<file path="config.mk">
export PLATFORM = sky130hd
export DESIGN_NAME = johnson_synchronous_down_counter
export DESIGN_NICKNAME = d
export VERILOG_FILES = /design/src/rtl/johnson_synchronous_down_counter_pkg.sv /design/src/rtl/johnson_synchronous_down_counter_legal_check.sv /design/src/rtl/johnson_synchronous_down_counter.sv
export SDC_FILE = /design/constraint.sdc
export NUM_CORES = 1
export LEC_CHECK = 0
export BUFFER_PORTS_ARGS = -buffer_cell sky130_fd_sc_hd__buf_2
export CORE_AREA = 2 2 39 41
export DETAILED_ROUTE_END_ITERATION = 8
export DIE_AREA = 0 0 41 43
export SYNTH_ARGS = -nofsm -noshare
export SYNTH_HDL_FRONTEND = slang
export SYNTH_SLANG_ARGS = --single-unit
</file>
<file path="constraint.sdc">
create_clock -name clk -period 1.3 [get_ports clk]
set_clock_uncertainty 0.15 [all_clocks]
set_input_delay 0.195 -clock clk [delete_from_list [all_inputs] [get_ports clk]]
set_output_delay 0.195 -clock clk [all_outputs]
set_load 0.01 [all_outputs]
</file>
<file path="src/rtl/johnson_synchronous_down_counter_pkg.sv">
// Shared constants for the Johnson counter family.
//   DEFAULT_WIDTH : ring length used when no override is given
//   MIN_WIDTH     : smallest ring that still forms a twisted ring
package johnson_synchronous_down_counter_pkg;

  localparam int unsigned DEFAULT_WIDTH = 4;
  localparam int unsigned MIN_WIDTH     = 2;

endpackage

</file>
<file path="src/rtl/johnson_synchronous_down_counter_legal_check.sv">
// Combinational legality test for a Johnson ring value.
//   state : WIDTH-bit ring value (input)
//   legal : 1 when state is one of the 2*WIDTH ring patterns (output)
// A legal pattern is 1^k 0^(W-k) or 0^k 1^(W-k), which is exactly the set
// of values with at most one change between adjacent bits.
module johnson_legal_check
  import johnson_synchronous_down_counter_pkg::*;
#(
  parameter int unsigned WIDTH = DEFAULT_WIDTH
) (
  input  logic [WIDTH-1:0] state,
  output logic             legal
);

  logic seen;

  always_comb begin
    seen  = 1'b0;
    legal = 1'b1;
    for (int unsigned i = 0; i < WIDTH - 1; i++) begin
      if (state[i] ^ state[i+1]) begin
        if (seen) legal = 1'b0;
        seen = 1'b1;
      end
    end
  end

endmodule

</file>
<file path="src/rtl/johnson_synchronous_down_counter.sv">
// Self-correcting Johnson (twisted-ring) down counter.
//   out : WIDTH-bit counter state, straight from the state register
//   clk : rising-edge clock
//   rst : synchronous active-low reset (0 = reset)
// Sequence for WIDTH=4: 0000,1000,1100,1110,1111,0111,0011,0001, repeat.
// Any illegal ring value is cleared to zero on the next edge.
module johnson_synchronous_down_counter
  import johnson_synchronous_down_counter_pkg::*;
#(
  parameter int unsigned WIDTH = DEFAULT_WIDTH
) (
  output logic [WIDTH-1:0] out,
  input  logic             clk,
  input  logic             rst
);

  logic [WIDTH-1:0] state;
  logic             legal;

  johnson_legal_check #(.WIDTH(WIDTH)) u_legal (
    .state (state),
    .legal (legal)
  );

  always_ff @(posedge clk) begin
    if (!rst) begin
      state <= '0;
    end else if (legal) begin
      // right shift, inverted LSB re-enters at the MSB
      state <= {~state[0], state[WIDTH-1:1]};
    end else begin
      state <= '0;
    end
  end

  assign out = state;

endmodule

</file>
* After elaboration in Yosys (flattened, before gate mapping) *
Index checks and enable logic that the tools add are counted.

cells by class
  muxes and demuxes = 6
  bitwise gates (word level) = 4
  reductions and logical operators = 1

operator list
  kind                 count
  1-bit two-way mux    6
  1-bit bitwise XOR    3
  2-bit AND reduction  1
  1-bit inverter       1

word-level totals
  register bits = 4
  word-level logic and storage cells = 12
  input port bits = 2
  output and inout port bits = 4

* Longest topological paths before layout *
Gate-level depths: netlist (run 1).

  word-level depth = 7
  depth in mapped cells = 2
  mapped depth without buffers = 2

* By module *
Synthesis (run 1) repeated with hierarchy kept, for this count alone.

second synthesis, totals
  cell total of the unflattened synthesis = 11
  area total of the unflattened synthesis = 138.9 um^2

modules (own cells, without submodules)
  module                            instances  area an instance (um^2)  cells each  seq. area each (um^2)
  johnson_synchronous_down_counter  1          107.6                    8           80.1
  johnson_legal_check               1          31.3                     3           0.0

* Least setup slack after synthesis (run 1) *
OpenSTA, ideal clock, no wires.

  path kind = flip-flop to flip-flop
  from = reg state[1] (netlist: out[1])
  to = reg state[2] (netlist: out[2])
  period minus slack after synthesis = 1.015 ns
  setup slack = 0.285 ns
  data required time = 1.033 ns
  data arrival time = 0.748 ns
  path buffers = 0
  setup time = 0.117 ns
  cell stages (with the launch flop) = 3
  path through = dfxtp_1 nor2b_4 and4b_1

between the ends
  word-level cells in the longest chain between the ends = 7
  elaborated cells between the ends (all ways) = 9
  classes of those cells = mux (6); bitwise (2); reduce/logical (1)

RTL lines
  item                                      line                                                text
  start, declared                           johnson_synchronous_down_counter.sv:17              logic [WIDTH-1:0] state;
  start signal, assigned                    johnson_synchronous_down_counter.sv:30              state <= {~state[0], state[WIDTH-1:1]};
  1-bit bitwise XOR                         johnson_synchronous_down_counter_legal_check.sv:21  if (state[i] ^ state[i+1]) begin
  1-bit two-way mux                         johnson_synchronous_down_counter_legal_check.sv:21
  1-bit two-way mux                         johnson_synchronous_down_counter_legal_check.sv:22  if (seen) legal = 1'b0;
  1-bit two-way mux                         johnson_synchronous_down_counter_legal_check.sv:21
  1-bit two-way mux                         johnson_synchronous_down_counter_legal_check.sv:22
  1-bit two-way mux (*)                     johnson_synchronous_down_counter_legal_check.sv:21
  2-bit AND reduction (no source line) (*)  -

Every way passes the cells marked *; elsewhere a longest branch is shown, timed or not.
A chain may end at the register's enable or synchronous reset.

* Worst setup path after layout (run 1) *
  from = reg state[0] (netlist: out[0])
  to = out out[0]

RTL lines
  item           line                                    text
  end, declared  johnson_synchronous_down_counter.sv:12  output logic [WIDTH-1:0] out,

No word-level cell between the ends.

==> results of run 1 <==
[metal layers]
layer / vias to the layer above / share of wire [%]
met2: 8 / 44
met5: - / 0
met3: 0 / 11
li1: 68 / -
met1: 58 / 45
met4: 0 / 0
[metrics by stage]
step	std cells	setup slack (ps)	cell area, µm²
2_1_floorplan	15	284.9	166.4
3_3_place_gp	36	315.5	211.5
3_5_place_dp	36	281.6	211.5
4_1_cts	39	90.00	234.0
5_1_grt	39	55.34	234.0
6_report	39	115.0	234.0
[cell families after synthesis]
logic type | Yosys count
simple gates | 9
flops | 4
mux | 2
[cell type report]
type / instances / share of cell area [%]
Multi-Input combinational cell: 11 / 36.90
Clock buffer: 3 / 9.626
Sequential cell: 4 / 34.22
Timing Repair Buffer: 5 / 10.70
Tap cell: 16 / 8.556
[synthesized netlist by cell type]
cell type  number
and4b_1         1
nor2b_1         1
nor2_1          2
nor2b_4         1
nor4b_2         1
mux2i_1         2
nand2_1         2
nand2b_1        1
dfxtp_1         4
[worst max path at each step]
stage                       from     end  slack (ps)
after floorplan           out[1]  out[2]         280
after global placement    out[1]  out[2]         320
after detailed placement  out[1]  out[2]         280
after CTS                 out[0]  out[0]          90
after global routing      out[0]  out[0]          60
final                     out[0]  out[0]         120
[power breakdown]
group,switching [mW],internal [mW]
logic,0.00981,0.0131
registers,0.00821,0.129
clock network,0.0516,0.103
==> flow_summary.yaml, run 1 <==
status:
  status: "finished clean"
sta:
  finalMaxSlewViolations: 0
  min_period_ps: 1185
  hold_viol: 0
  setup-tns-final_ps: 0
  fmax_mhz: 843.9
  worstMarginPinSlew_ps: 223.5
  setup_viol: 0
  post-route-period-util_pct: 91.15
  holdWs_ps: 68.93
  rsz0062_at_grt: "no"
  max_slew_margin_pct: 85.08
yosys:
  yosysUniqueCellTypes: 9
  synthXorXnorAreaFrac_pct: 0
  ys_top_cells_by_area: "dfxtp_1 (48%), mux2i_1 (12%), nor4b_2 (9.0%)"
  yosysTopAreaCell: "dfxtp_1"
  synth_compound_area_share_pct: 0
  syn-num-nets: 17
  synth_mux_area_share_pct: 12.03
  synthSimpleGateAreaFrac_pct: 39.85
  synth_fa_ha_area_share_pct: 0
  synth-seq-cells: 4
  ys_seq_area_share_pct: 48.12
  synth_top_cell_area_share_pct: 48.12
  avgSynthCellArea_um2: 11.09
  synth_top_family_by_area: "simple AND/OR/NAND/NOR gates"
  syn_inst: 15
  syn-cell-area_um2: 166.4
  yosysWarnings: 0
global_route:
  global_route.usage.met1_pct: 5.128
  overflow: 0
  grt_pass1_wl_um: 552
  grt_pass1_vias: 145
  grtUsageMet2_pct: 5.938
  busiest_layer: "met4"
  grt_util_met3_pct: 6.283
  grt_max_degree: 6
  track_usage_pct: 5.918
  antenna_found_initial: 0
cells_and_area:
  multi_input_area_um2: 86.33
  fill_cells: 156
  ff_latch_area_um2: 80.08
  layout-drive-gt1-share_pct: 43.48
  num_antenna_cells: 0
  final_util_pct: 16.91
  layout.cells.most_common_list: "buf_2 (5), dfxtp_1 (4), clkbuf_4 (3)"
  layout.nets: 27
  syn_to_final_growth_pct: 40.60
  largest_register_ffs: 4
  final_common_cell: "buf_2"
worst_setup_path:
  required_ps: 950
  crit-reg2reg-capture: "out[2]"
  cp-end-kind: "output pin"
  worstSetupPathDepth: 1
  critPathArrivalTime_ps: 840
  cpMaxStageDelayCell: "dfxtp_1"
  regToRegStartpoint: "out[1]"
  path_class: "reg2out"
  path_buf_inv: 1
  cp-start-kind: "register"
  reg2reg_slack_ps: 280
  reg2reg_depth: 2
  cp_cell_sequence: "buf_2"
  cp_top_family: "flip-flops"
  max_stage_delay_ps: 430
  cp_max_fo: 5
route:
  firstDrtPassIters: 1
  viasPerCell: 3.436
  wirelength_um: 364
  num_vias: 134
  drc: 0
  drt_iter0_drc: 0
  ant_nets: 0
  avgRoutedWirePerCell_um: 9.333
min_path:
  min_to: "out[0]"
  hold_depth: 3
  hp-start: "rst"
  hold_path.class: "in2reg"
clock_tree:
  cts.sinks: 4
  cts_root_buf: "clkbuf_4"
  cts-resized-gates: 0
  cts_max_path_buffers: 2
  cts.clk_slew.worst_paths_ps: 40
  hold_buffers: 0
  tritoncts: "done"
  numCtsBuffers: 3
  clock_latency_ps: 230
  postCtsSetupBuffers: 0
  htreeDepth: 1
floorplanning:
  die_y_um: 43
  initial_core_util_pct: 12.03
  num_rows: 14
  die_w_um: 41
  io_pins: 6
  fp.dieArea_um2: 1763
  design.core.area_um2: 1384
power:
  vdd.ir_drop.worst_uv: 164.0
  finalPower_mw: 0.3151
  powerDensity_nw_per_um2: 1347
  power.leakage_nw: 0.09659
placed_design:
  place_congestion: 0.5589
  port_buffers: 5
job:
  maxCapViolations: 0
Note: power is estimated with default switching activity, not from simulation.
==> run 2, diff against run 1 <==
==> constraint.sdc (replaced) <==
create_clock -name clk -period 1.3 [get_ports clk]
set_clock_uncertainty 0.15 [all_clocks]
set_input_delay 0.13 -clock clk [delete_from_list [all_inputs] [get_ports clk]]
set_output_delay 0.13 -clock clk [all_outputs]
set_load 0.01 [all_outputs]
==> run 2 against run 1 <==
Against the previous run:
- non-clock buffer count is 1 higher
- clock power hardly changed
- register-to-register slack hardly changed
- sequential power hardly changed
- final cell count is 2.6% higher
- highest routed layer unchanged
- first-iteration DRC count is 1 higher
==> flow_summary.yaml, run 2 (synthesis results as in run 1) <==
status:
  status: "finished clean"
cells_and_area:
  largest_register_ffs: 4
  syn_to_final_growth_pct: 46.62
  layout.nets: 28
  layout.cells.most_common_list: "buf_2 (5), dfxtp_1 (4), clkbuf_4 (3)"
  final_common_cell: "buf_2"
  stdcell_count: 40
  num_antenna_cells: 0
  layout-drive-gt1-share_pct: 41.67
clock_tree:
  cts_max_path_buffers: 2
  numCtsBuffers: 3
  cts.clk_slew.worst_paths_ps: 40
  tritoncts: "done"
  clock_latency_ps: 230
  htreeDepth: 1
  cts.sinks: 4
  cts-resized-gates: 0
  cts_root_buf: "clkbuf_4"
floorplanning:
  initial_core_util_pct: 12.03
  io_pins: 6
  fp.dieArea_um2: 1763
  num_rows: 14
  die_w_um: 41
  die_y_um: 43
  design.core.area_um2: 1384
power:
  switching_share_pct: 21.94
  clkPwrFrac_pct: 48.7
  seqPwrFrac_pct: 43.4
  powerDensity_nw_per_um2: 1299
  vdd.ir_drop.worst_uv: 163.8
  finalPower_mw: 0.3170
  power.leakage_nw: 0.1008
  p_sw_mw: 0.06957
  p_int_mw: 0.2474
  combPwrFrac_pct: 7.8
worst_setup_path:
  path_buf_inv: 1
  path_class: "reg2out"
  cpMaxStageDelayCell: "dfxtp_1"
  required_ps: 1020
  cp_max_fo: 5
  max_stage_delay_ps: 430
  critPathArrivalTime_ps: 840
  cp_top_family: "flip-flops"
  cp-end-kind: "output pin"
  cp_cell_sequence: "buf_2"
  cp-start-kind: "register"
global_route:
  antenna_found_initial: 0
  grt_max_degree: 6
  track_usage_pct: 6.018
  overflow: 0
  grt_pass1_vias: 146
  grt_pass1_wl_um: 558
route:
  viasPerCell: 3.525
  firstDrtPassIters: 2
  drt_iter0_drc: 1
  num_vias: 141
  ant_nets: 0
  wirelength_um: 366
  wl_met1_um: 170
  avgRoutedWirePerCell_um: 9.150
  highest_layer: "met3"
  dr_wl_met2_um: 160
  drc: 0
  met3_length_um: 35
sta:
  fmax_mhz: 892.6
  post-route-period-util_pct: 86.18
  worstMarginPinSlew_ps: 223.9
  setup-tns-final_ps: 0
  finalMaxSlewViolations: 0
  max_slew_margin_pct: 85.05
  hold_viol: 0
  setup_viol: 0
  rsz0062_at_grt: "no"
  min_period_ps: 1120
job:
  maxCapViolations: 0
placed_design:
  port_buffers: 5
  dp_cells: 36
  place_congestion: 0.5589
min_path:
  hold_path.class: "reg2reg"
run 2: cell count changes in the layout (fill, tap and decap cells not counted):
cell | before | now
dlygate4sd3_1 | 0 | 1
run 2: power by group through the flow:
stage	combinational [mW]	sequential, mW	clock (mW)
finish	0.0249	0.138	0.155
global route	0.0280	0.138	0.172
CTS	0.0254	0.138	0.163
detailed placement	0.0230	0.140	0
global placement	0.0224	0.139	0
floorplan	0.0113	0.141	0
run 2: metrics by stage:
stage / instance area (µm²) / hold slack [ps] / setup slack, ps / util (%)
global placement: 211.5 / 243.3 / 315.5 / 15.28
floorplan: 166.4 / 99.17 / 284.9 / -
CTS: 244.0 / 355.0 / 155.0 / 17.63
global route: 244.0 / 382.9 / 120.3 / 17.63
finish: 244.0 / 355.2 / 179.7 / 17.63
detailed placement: 211.5 / 248.1 / 281.6 / 15.28
run 2: path summary, 6_finish.rpt:
check              start  endpoint  slack (ps)  cells past startpoint
setup reg to reg  out[1]    out[2]         280                      2
hold reg to reg   out[1]    out[0]         360                      2
setup / recovery  out[0]    out[0]         180                      1
hold / removal    out[1]    out[0]         360                      2
run 2: metal layers:
metal / up-vias / track usage, %
met1: 64 / 5.128
met2: 6 / 6.250
li1: 71 / -
met3: 0 / 6.283
met5: - / 0
met4: 0 / 8.000
run 2: worst reg2reg max path: stages (launching register included):
cell,delay [ps]
dfxtp_1,390
nor2b_4,180
and4b_1,190
run 2: timing repair:
item / CTS / global route
hold endpoints to repair: 1 / 0
hold buffers: 1 / 0
buffers inserted: 0 / 0
run 2: final cells by class:
type	count	area (µm²)
Clock buffer	3	22.52
Fill cell	155	1140
Multi-Input combinational cell	11	86.33
Sequential cell	4	80.08
Tap cell	16	20.02
Timing Repair Buffer	6	35.03
==> run 3, diff against run 2 <==
--- a/config.mk
+++ b/config.mk
@@ -9,6 +9,7 @@
 export CORE_AREA = 2 2 39 41
 export DETAILED_ROUTE_END_ITERATION = 8
 export DIE_AREA = 0 0 41 43
+export PLACE_DENSITY = 0.37
 export SYNTH_ARGS = -nofsm -noshare
 export SYNTH_HDL_FRONTEND = slang
 export SYNTH_SLANG_ARGS = --single-unit
==> run 3 against run 2 <==
Against the previous run:
- sequential power hardly changed
- die area stayed put
- non-clock buffer count stayed put
- cell area stayed put
- flip-flop and latch count stayed put
- final cell count stayed put
- critical path type unchanged
- largest cell class unchanged
- largest power group unchanged
==> flow_summary.yaml, run 3 (synthesis results as in run 1) <==
worst_setup_path:
  critPathArrivalTime_ps: 830
  cp-start-kind: "register"
  cp_cell_sequence: "buf_2"
  cpMaxStageDelayCell: "dfxtp_1"
  path_buf_inv: 1
  cp_max_fo: 5
  path_class: "reg2out"
  cp-end-kind: "output pin"
  required_ps: 1020
  max_stage_delay_ps: 420
  cp_top_family: "flip-flops"
route:
  drc: 0
  num_vias: 130
  viasPerCell: 3.250
  avgRoutedWirePerCell_um: 7.850
  ant_nets: 0
  drt_iter0_drc: 3
  firstDrtPassIters: 2
  wirelength_um: 314
clock_tree:
  cts.sinks: 4
  numCtsBuffers: 3
  tritoncts: "done"
  cts_max_path_buffers: 2
  htreeDepth: 1
  cts_root_buf: "clkbuf_4"
  clock_latency_ps: 230
  cts.clk_slew.worst_paths_ps: 40
power:
  power.leakage_nw: 0.1008
  powerDensity_nw_per_um2: 1287
  vdd.ir_drop.worst_uv: 446.0
  finalPower_mw: 0.3140
floorplanning:
  fp.dieArea_um2: 1763
  design.core.area_um2: 1384
  num_rows: 14
  io_pins: 6
  die_w_um: 41
  initial_core_util_pct: 12.03
  die_y_um: 43
cells_and_area:
  layout.cells.most_common_list: "buf_2 (5), dfxtp_1 (4), clkbuf_4 (3)"
  finalInstanceArea_um2: 244.0
  num_antenna_cells: 0
  stdcell_count: 40
  final_util_pct: 17.63
  largest_register_ffs: 4
  layout.nets: 28
  syn_to_final_growth_pct: 46.62
  final_common_cell: "buf_2"
  layout-drive-gt1-share_pct: 41.67
global_route:
  grt_pass1_wl_um: 558
  antenna_found_initial: 0
  grt_max_degree: 6
  grt_pass1_vias: 140
  overflow: 0
  track_usage_pct: 5.332
sta:
  holdWs_ps: 338.1
  setup_viol: 0
  finalMaxSlewViolations: 0
  max_slew_margin_pct: 85.88
  post-route-period-util_pct: 85.12
  rsz0062_at_grt: "no"
  setup-tns-final_ps: 0
  fmax_mhz: 903.7
  setup_slack_ps: 193.4
  min_period_ps: 1107
  worstMarginPinSlew_ps: 211.5
  hold_viol: 0
placed_design:
  place_ws_ps: 302.3
  place_congestion: 0.6859
  port_buffers: 5
  dp_cells: 36
  dpl_cell_area_um2: 211.5
min_path:
  hold_path.class: "reg2reg"
job:
  maxCapViolations: 0
status:
  status: "finished clean"
## run 3: cell counts in the layout (fill, tap and decap cells not counted)
No cell type changed its count.
## run 3: path summary, 6_finish.rpt
path | startpoint | end | slack [ps] | cells after the start
max | out[2] | out[2] | 190 | 1
min | out[1] | out[0] | 340 | 2
max reg2reg | out[1] | out[2] | 300 | 2
min reg2reg | out[1] | out[0] | 340 | 2
## run 3: tightest hold or removal path: cells and delay by family, from the launching register on
kind	cells	cell delay [ps]
AND/OR/NAND/NOR	2	110
flip-flops	1	330
## run 3: layout make-up
| type | count | area, µm² |
|---|---|---|
| Multi-Input combinational cell | 11 | 86.33 |
| Fill cell | 147 | 1140 |
| Tap cell | 16 | 20.02 |
| Clock buffer | 3 | 22.52 |
| Timing Repair Buffer | 6 | 35.03 |
| Sequential cell | 4 | 80.08 |
## run 3: power by group
group / switching, mW / leakage, nW / total [mW] / internal (mW)
clock: 0.0484 / 0.0138 / 0.152 / 0.103
sequential: 0.00821 / 0.0329 / 0.137 / 0.129
combinational: 0.0100 / 0.0541 / 0.0250 / 0.0150
## run 3: timing repair
item                                    4_1_cts  5_1_grt
buffers inserted                              0        0
hold buffers                                  1        0
endpoints found under the setup margin        0        0
gates resized for setup                       0        0
hold endpoints to repair                      1        0
## run 3: routing by layer
metal  global-route usage, %  share of wire [%]  up-vias
met5                       0                  0        -
met4                   4.000                  0        0
met3                   6.806                 15        0
met2                   4.688                 31        8
met1                   6.149                 54       52
li1                        -                  -       70
